<file path="src/rtl/adc_joystick_ctrl.sv">
// rtl/adc_joystick_ctrl.sv - joystick front end: ADC channel sequencing, averaging, direction pulses with auto-repeat
module adc_joystick_ctrl #(
  parameter int          FRAME_CYCLES   = 16,
  parameter int          DISCARD_FRAMES = 2,
  parameter int          AVG_LOG2       = 2,
  parameter logic [2:0]  X_CHAN         = 3'd0,
  parameter logic [2:0]  Y_CHAN         = 3'd1,
  parameter logic [11:0] LOW_TH         = 12'd1024,
  parameter logic [11:0] HIGH_TH        = 12'd3072,
  parameter logic [11:0] HYST           = 12'd128,
  parameter logic [23:0] REPEAT_DELAY   = 24'd6_000_000,
  parameter logic [23:0] REPEAT_PERIOD  = 24'd2_500_000
) (
  input  logic        clk,
  input  logic        reset,
  input  logic [11:0] adc_result,
  output logic [2:0]  adc_chan,
  output logic [11:0] x_pos,
  output logic [11:0] y_pos,
  output logic        sample_valid,
  output logic        move_left,
  output logic        move_right,
  output logic        move_down,
  output logic        rotate
);

  localparam int FCW = (FRAME_CYCLES > 1) ? $clog2(FRAME_CYCLES) : 1;
  localparam int AW  = 12 + AVG_LOG2;
  localparam int SW  = AVG_LOG2 + 1;
  localparam logic [FCW-1:0] FC_LAST   = FCW'(FRAME_CYCLES - 1);
  localparam logic [7:0]     DISC_LAST = 8'(DISCARD_FRAMES - 1);
  localparam logic [SW-1:0]  SAMP_LAST = SW'((1 << AVG_LOG2) - 1);

  typedef enum logic [1:0] {SETTLE, ACCUM, UPDATE} state_t;
  typedef enum logic [1:0] {CENTER, NEG, POS} dir_t;

  state_t         state;
  logic [FCW-1:0] fcnt;
  logic [7:0]     disc_cnt;
  logic [SW-1:0]  samp_cnt;
  logic [AW-1:0]  acc;
  logic [AW-1:0]  acc_sum;
  logic           axis;
  logic [2:0]     next_chan;
  logic           frame_end;

  assign frame_end = (fcnt == FC_LAST);
  assign acc_sum   = acc + AW'(adc_result);

  always_ff @(posedge clk or posedge reset) begin
    if (reset) begin
      state        <= SETTLE;
      fcnt         <= '0;
      disc_cnt     <= '0;
      samp_cnt     <= '0;
      acc          <= '0;
      axis         <= 1'b0;
      next_chan    <= X_CHAN;
      adc_chan     <= X_CHAN;
      x_pos        <= 12'd2048;
      y_pos        <= 12'd2048;
      sample_valid <= 1'b0;
    end else begin
      fcnt         <= frame_end ? '0 : fcnt + 1'b1;
      sample_valid <= 1'b0;
      // The ADC interface only sees a channel change at its own frame boundary.
      if (frame_end)
        adc_chan <= next_chan;
      case (state)
        SETTLE: begin
          if (frame_end) begin
            if (disc_cnt == DISC_LAST) begin
              disc_cnt <= '0;
              state    <= ACCUM;
            end else begin
              disc_cnt <= disc_cnt + 8'd1;
            end
          end
        end
        ACCUM: begin
          if (frame_end) begin
            acc <= acc_sum;
            if (samp_cnt == SAMP_LAST) begin
              samp_cnt     <= '0;
              sample_valid <= 1'b1;
              state        <= UPDATE;
              if (axis)
                y_pos <= acc_sum[AW-1:AVG_LOG2];
              else
                x_pos <= acc_sum[AW-1:AVG_LOG2];
            end else begin
              samp_cnt <= samp_cnt + 1'b1;
            end
          end
        end
        UPDATE: begin
          acc       <= '0;
          axis      <= ~axis;
          next_chan <= axis ? X_CHAN : Y_CHAN;
          state     <= SETTLE;
        end
        default: state <= SETTLE;
      endcase
    end
  end

  function automatic dir_t next_dir(input dir_t d, input logic [11:0] v);
    dir_t n;
    n = d;
    case (d)
      CENTER: begin
        if (v < LOW_TH)       n = NEG;
        else if (v > HIGH_TH) n = POS;
      end
      NEG: begin
        if (v > HIGH_TH)              n = POS;
        else if (v >= LOW_TH + HYST)  n = CENTER;
      end
      POS: begin
        if (v < LOW_TH)               n = NEG;
        else if (v <= HIGH_TH - HYST) n = CENTER;
      end
      default: n = CENTER;
    endcase
    return n;
  endfunction

  dir_t        dir      [2];
  dir_t        nd       [2];
  logic [23:0] rcnt     [2];
  logic        rfirst   [2];
  logic        chg      [2];
  logic        rep_hit  [2];
  logic        fire_neg [2];
  logic        fire_pos [2];
  logic [11:0] cur_avg;

  // Index 0 is the X axis, index 1 the Y axis; Y POS (rotate) never repeats.
  always_comb begin
    cur_avg = axis ? y_pos : x_pos;
    for (int a = 0; a < 2; a++) begin
      nd[a] = dir[a];
      if (state == UPDATE && axis == (a == 1))
        nd[a] = next_dir(dir[a], cur_avg);
      chg[a]      = (nd[a] != dir[a]);
      rep_hit[a]  = (dir[a] == NEG || (dir[a] == POS && a == 0)) &&
                    (rcnt[a] == (rfirst[a] ? REPEAT_DELAY - 24'd1 : REPEAT_PERIOD - 24'd1));
      fire_neg[a] = chg[a] ? (nd[a] == NEG) : (dir[a] == NEG && rep_hit[a]);
      fire_pos[a] = chg[a] ? (nd[a] == POS) : (dir[a] == POS && rep_hit[a]);
    end
  end

  always_ff @(posedge clk or posedge reset) begin
    if (reset) begin
      move_left  <= 1'b0;
      move_right <= 1'b0;
      move_down  <= 1'b0;
      rotate     <= 1'b0;
      for (int a = 0; a < 2; a++) begin
        dir[a]    <= CENTER;
        rcnt[a]   <= '0;
        rfirst[a] <= 1'b1;
      end
    end else begin
      move_left  <= fire_neg[0];
      move_right <= fire_pos[0];
      move_down  <= fire_neg[1];
      rotate     <= fire_pos[1];
      for (int a = 0; a < 2; a++) begin
        if (chg[a]) begin
          dir[a]    <= nd[a];
          rcnt[a]   <= '0;
          rfirst[a] <= 1'b1;
        end else if (rep_hit[a]) begin
          rcnt[a]   <= '0;
          rfirst[a] <= 1'b0;
        end else if (dir[a] != CENTER) begin
          rcnt[a]   <= rcnt[a] + 24'd1;
        end else begin
          rcnt[a]   <= '0;
        end
      end
    end
  end

endmodule

</file>
<file path="config.mk">
export PLATFORM = sky130hd
export DESIGN_NAME = adc_joystick_ctrl
export DESIGN_NICKNAME = d
export VERILOG_FILES = /design/src/rtl/adc_joystick_ctrl.sv
export SDC_FILE = /design/constraint.sdc
export NUM_CORES = 1
export LEC_CHECK = 0
export CAP_MARGIN = 0
export CORE_ASPECT_RATIO = 1.2
export CORE_MARGIN = 8
export CORE_UTILIZATION = 50
export DETAILED_ROUTE_END_ITERATION = 6
export MAX_ROUTING_LAYER = met4
export PLACE_DENSITY = 0.8
export SYNTH_ARGS = -nofsm -noshare
export SYNTH_HDL_FRONTEND = slang
export SYNTH_SLANG_ARGS = --single-unit
</file>
<file path="constraint.sdc">
create_clock -name clk -period 4 [get_ports clk]
set_clock_uncertainty 0.05 [all_clocks]
set_input_delay 1.2 -clock clk [delete_from_list [all_inputs] [get_ports clk]]
set_output_delay 1.2 -clock clk [all_outputs]
set_load 0.01 [all_outputs]
</file>
After elaboration in Yosys (flattened, before gate mapping)
Index checks and enable logic that the tools add are counted.
Widths: inputs -> output; s select.
{"block": "word_totals", "register_bits": 121, "input_bits": 14, "word_cells": 123}
{"block": "classes", "n_addsub": 6, "n_lt_le_gt_ge": 4, "n_eq_ne": 21, "muxes": 47, "n_bitwise": 1, "reduce_logical": 23}
{"operator": "$mux 24", "count": 6}
{"operator": "$add 24x1->24 const B", "count": 2}
{"operator": "$eq 24x23->1", "count": 2}
{"operator": "$mux 23", "count": 2}
{"operator": "$mux 2", "count": 18}
{"operator": "$pmux 14 s2", "count": 1}
{"operator": "$add 14x12->14", "count": 1}
{"operator": "$mux 14", "count": 1}
{"operator": "$ge 12x11->1 const B", "count": 1}
{"operator": "$gt 12x12->1 const B", "count": 1}
{"operator": "$le 12x12->1 const B", "count": 1}
{"operator": "$lt 12x11->1 const B", "count": 1}
{"operator": "$mux 1", "count": 12}
{"operator": "$mux 12", "count": 1}
{"operator": "$pmux 2 s3", "count": 2}
{"operator": "$reduce_and 4->1", "count": 3}
{"operator": "$eq 2x1->1 const B", "count": 5}
{"operator": "$eq 2x2->1 const B", "count": 5}
{"operator": "$reduce_bool 2->1", "count": 5}
{"operator": "$add 8x1->8 const B", "count": 1}
{"operator": "$eq 8x1->1 const B", "count": 1}
{"operator": "$logic_and 1x1->1", "count": 8}
{"operator": "$mux 8", "count": 1}
{"operator": "$ne 2x2->1 const B", "count": 4}
{"operator": "other kinds (12)", "count": 17}

Depth between registers and ports, before layout
{"block": "logic_depth", "word_depth": 8, "depth_mapped": 13, "ltp_nobuf": 10}

Least setup slack after synthesis
No wires, ideal clock.
{"block": "synth_timing", "path_type": "input port to flip-flop", "from": "input port adc_result[0]", "to": "register x_pos[10]", "setup_ns": 0.125, "arrival_time_ns": 3.228, "required_ns": 3.825, "path_slack_ns": 0.598, "cell_stages": 10, "n_path_buf": 0, "path_cell_list": "ha_1 -> fa_1 -> a21o_1 -> a21oi_1 -> nor2b_1 -> o41ai_1 -> o21ai_0 -> mux2i_1 -> o211ai_1 -> mux2_2"}
{"block": "synth_via", "elab_chain_len": 1}
{"element": "start: declaration", "line": "16", "text": "input logic [11:0] adc_result,"}
{"element": "$add 14x12->14", "line": "48", "text": "assign acc_sum = acc + AW'(adc_result);"}
{"element": "end signal: assignment", "line": "90", "text": "x_pos <= acc_sum[AW-1:AVG_LOG2];"}
{"element": "end: declaration", "line": "18", "text": "output logic [11:0] x_pos,"}
No other way between the ends.
A chain may end at the register's enable or synchronous reset.

Worst setup path after layout
Ends and elaborated chain as after synthesis.

==> impl_metrics.toml <==
[run_status]
status = "complete, no violations"

[floorplan]
die_h_um = 137
die_w_um = 117
top_level_ports = 46
core_sq_um = 12100
start_util_pct = 51.0
die_area_sq_um = 16100
rows = 44

[clock_network]
cts_buffers = 17
cts.sinks = 116
clk_pin_slew_ns = 0.05
cts_root_buf = "clkbuf_16"
post_cts_buffers = 0
tritoncts = "yes"
cts_buffer_depth = 2
clk-insertion-delay-late_ns = 0.41
htreeDepth = 4

[detailed_routing]
wl_per_cell_um = 16.0
firstDrtPassIters = 5
wirelength_mm = 13.8
drc_errors = 0
drtIter0Drc = 231
drt.antenna.violating_nets = 0
vias_per_cell = 5.68
vias = 4923

[pwr]
p_total_mw = 2.98
cellLeakagePower_nw = 3.03
p_per_area_nw_per_um2 = 404
vdd_drop_max_v = 0.000260

[worst_hold_path]
hold_start = "disc_cnt[7]$_DFFE_PP0P_"
hold_class = "flop to flop"

[setup_path]
reg2reg_setup_slack_ns = 0.83
crit_type = "primary input to flop"
required_ns = 4.24
crit_fanout = 3
worstSetupStartpoint = "adc_result[0]"
r2r_start = "axis$_DFFE_PP0P_"
start_kind = "primary input"
reg2reg_to = "rcnt[29]$_DFF_PP0_"
endpoint = "x_pos[10]$_DFFE_PP0P_"
rr_worst_depth = 9
crit_path_end_kind = "flop"
crit_arrival_ns = 4.07

[global_route]
grt_max_degree = 117
grt_antenna_before_repair = 0
track_usage_pct = 18.8
gr-total-overflow = 0
grt_pass1_wl_mm = 23.3
grt_pass1_vias = 5028

[sta]
drv_slew = 0
max_slew_margin_pct = 50.9
fin_ws_ns = 0.169
rsz0062_at_grt = "no"
min_period_ns = 3.83
fin_crit_sh_pct = 95.8
worst_pin_slew_ns = 0.734
finalSetupViolCount = 0
fmax_mhz = 261
hold_violations = 0

[logic_synthesis]
synth_edf_count = 0
synthesis.area_sq_um = 6150
synth_seq_area_share_pct = 47.3
avgSynthCellArea_sq_um = 9.59
ys_seq_elements = 116
synth_flop_cell = "dfrtp_1"
synth.distinct_cells = 60
async_flop_share_pct = 100
syn_inst = 641
ys_warn_count = 0

[finish]
diodes = 0
final_cell_area_sq_um = 7360
instances_no_fill = 866
final_common_cell = "dfrtp_1"
nNetsFinal = 730
syn2layout_area_growth_pct = 19.7
drive_gt1_share_pct = 11.8
final_cell_mix = "dfrtp_1, nor2_1, nand2_1"
fillCellCount = 952

[placement]
place_ws_ns = -0.0748
port_buffers = 43
dp_hpwl_mm = 9.50
dpl_cell_area_sq_um = 6760
finalWeightedCongestion = 0.897
dp_cells = 835

[flow_run]
maxCapViolations = 0
## what timing repair did
item,in CTS,in global routing
hold buffers,0,0
resized for setup,0,1
endpoints found under the setup margin,0,1
## worst min-delay path by stage
stage	slack, ns	depth (start not counted)	end
2_1_floorplan	0.40	1	disc_cnt[7]$_DFFE_PP0P_
3_3_place_gp	0.41	1	fcnt[0]$_DFF_PP0_
3_5_place_dp	0.42	1	disc_cnt[7]$_DFFE_PP0P_
4_1_cts	0.43	1	disc_cnt[7]$_DFFE_PP0P_
5_1_grt	0.46	1	rcnt[24]$_DFF_PP0_
6_report	0.43	1	disc_cnt[7]$_DFFE_PP0P_
## cell type report
| type | instances | area (sq um) | area share, % |
|---|---|---|---|
| clock inverters | 10 | 131 | 1.79 |
| repair buffers | 50 | 495 | 6.73 |
| multi-input cells | 489 | 3090 | 41.9 |
| clock buffers | 21 | 460 | 6.26 |
| flip-flops and latches | 116 | 2910 | 39.5 |
| well taps | 161 | 201 | 2.74 |
| inverters | 19 | 75.1 | 1.02 |
## power by group
| group | internal, mW | leakage [nW] | switching [mW] |
|---|---|---|---|
| sequential | 1.19 | 1.51 | 0.0158 |
| clock | 1.00 | 0.292 | 0.514 |
| combinational | 0.105 | 1.23 | 0.143 |
## flip-flops by register name, summed over array words and instances, names as in the netlist, 2 cells and up
register	flops
acc	14
dir	4
disc_cnt	8
fcnt	4
rcnt	48
rfirst	2
samp_cnt	3
state	2
x_pos	12
y_pos	12
## layer usage
layer | GRT usage, % | share of wire, % | vias to the layer above
met1 | 21.0 | 41 | 2421
met5 | - | 0 | -
met4 | 7.06 | 1.5 | 0
met2 | 31.8 | 52 | 133
li1 | - | - | 2347
met3 | 4.69 | 5.4 | 22
## metrics by stage
step	util (%)	hold slack, ns	TNS (ns)
2_1_floorplan	-	0.396	0
3_3_place_gp	56.1	0.411	0
3_5_place_dp	56.1	0.423	-0.201
4_1_cts	61.0	0.433	0
5_1_grt	61.0	0.459	0
6_report	61.0	0.431	0
## cell families (layout without fill, tap and decap cells)
logic type | count (synthesis) | after routing | synth area share [%]
xor+xnor | 59 | 59 | 8.40
buf+inv | 37 | 100 | 2.79
flops | 116 | 116 | 47.3
fa+ha+maj | 23 | 23 | 4.80
mux | 24 | 24 | 4.31
compound gates | 91 | 91 | 9.30
simple gates | 290 | 290 | 23.1
other cells | 1 | 2 | 0.0610
## critical path: stages
cell             delay (ns)
clkdlybuf4s50_1        0.40
ha_1                   0.23
fa_1                   0.39
a21o_1                 0.17
a21oi_1                0.20
nor2b_1                0.09
o41ai_1                0.42
o21ai_0                0.30
mux2i_1                0.25
o211ai_1               0.14
mux2_2                 0.28
## synth_stat cells, types with 3 or more instances
master | instances | share of area, %
nor4_1 | 9 | 0.92
o21bai_1 | 3 | 0.37
dfstp_2 | 4 | 1.7
or3_1 | 4 | 0.41
mux2_2 | 20 | 3.7
dfrtp_1 | 112 | 46
nor2b_1 | 3 | 0.31
mux2i_1 | 4 | 0.65
a21o_1 | 4 | 0.49
buf_6 | 3 | 0.55
nor3_1 | 14 | 1.1
a211oi_1 | 3 | 0.37
o211ai_1 | 4 | 0.49
a21oi_1 | 18 | 1.5
o21ai_0 | 32 | 2.6
xnor2_1 | 33 | 4.7
and2_1 | 3 | 0.31
or4_1 | 3 | 0.37
o21a_1 | 3 | 0.37
a22oi_1 | 3 | 0.37
xor2_1 | 26 | 3.7
nor2_2 | 10 | 1.0
nand3_1 | 34 | 2.8
nand2b_1 | 6 | 0.61
nand4_1 | 15 | 1.5
nand2_1 | 74 | 4.5
a21boi_0 | 3 | 0.37
and3_1 | 11 | 1.1
ha_1 | 22 | 4.5
clkbuf_1 | 11 | 0.67
nor2_1 | 83 | 5.1
or2_2 | 3 | 0.31
inv_1 | 19 | 1.2
o41ai_1 | 4 | 0.57
nor4b_1 | 5 | 0.71
Power figures use the tool's default switching activity.
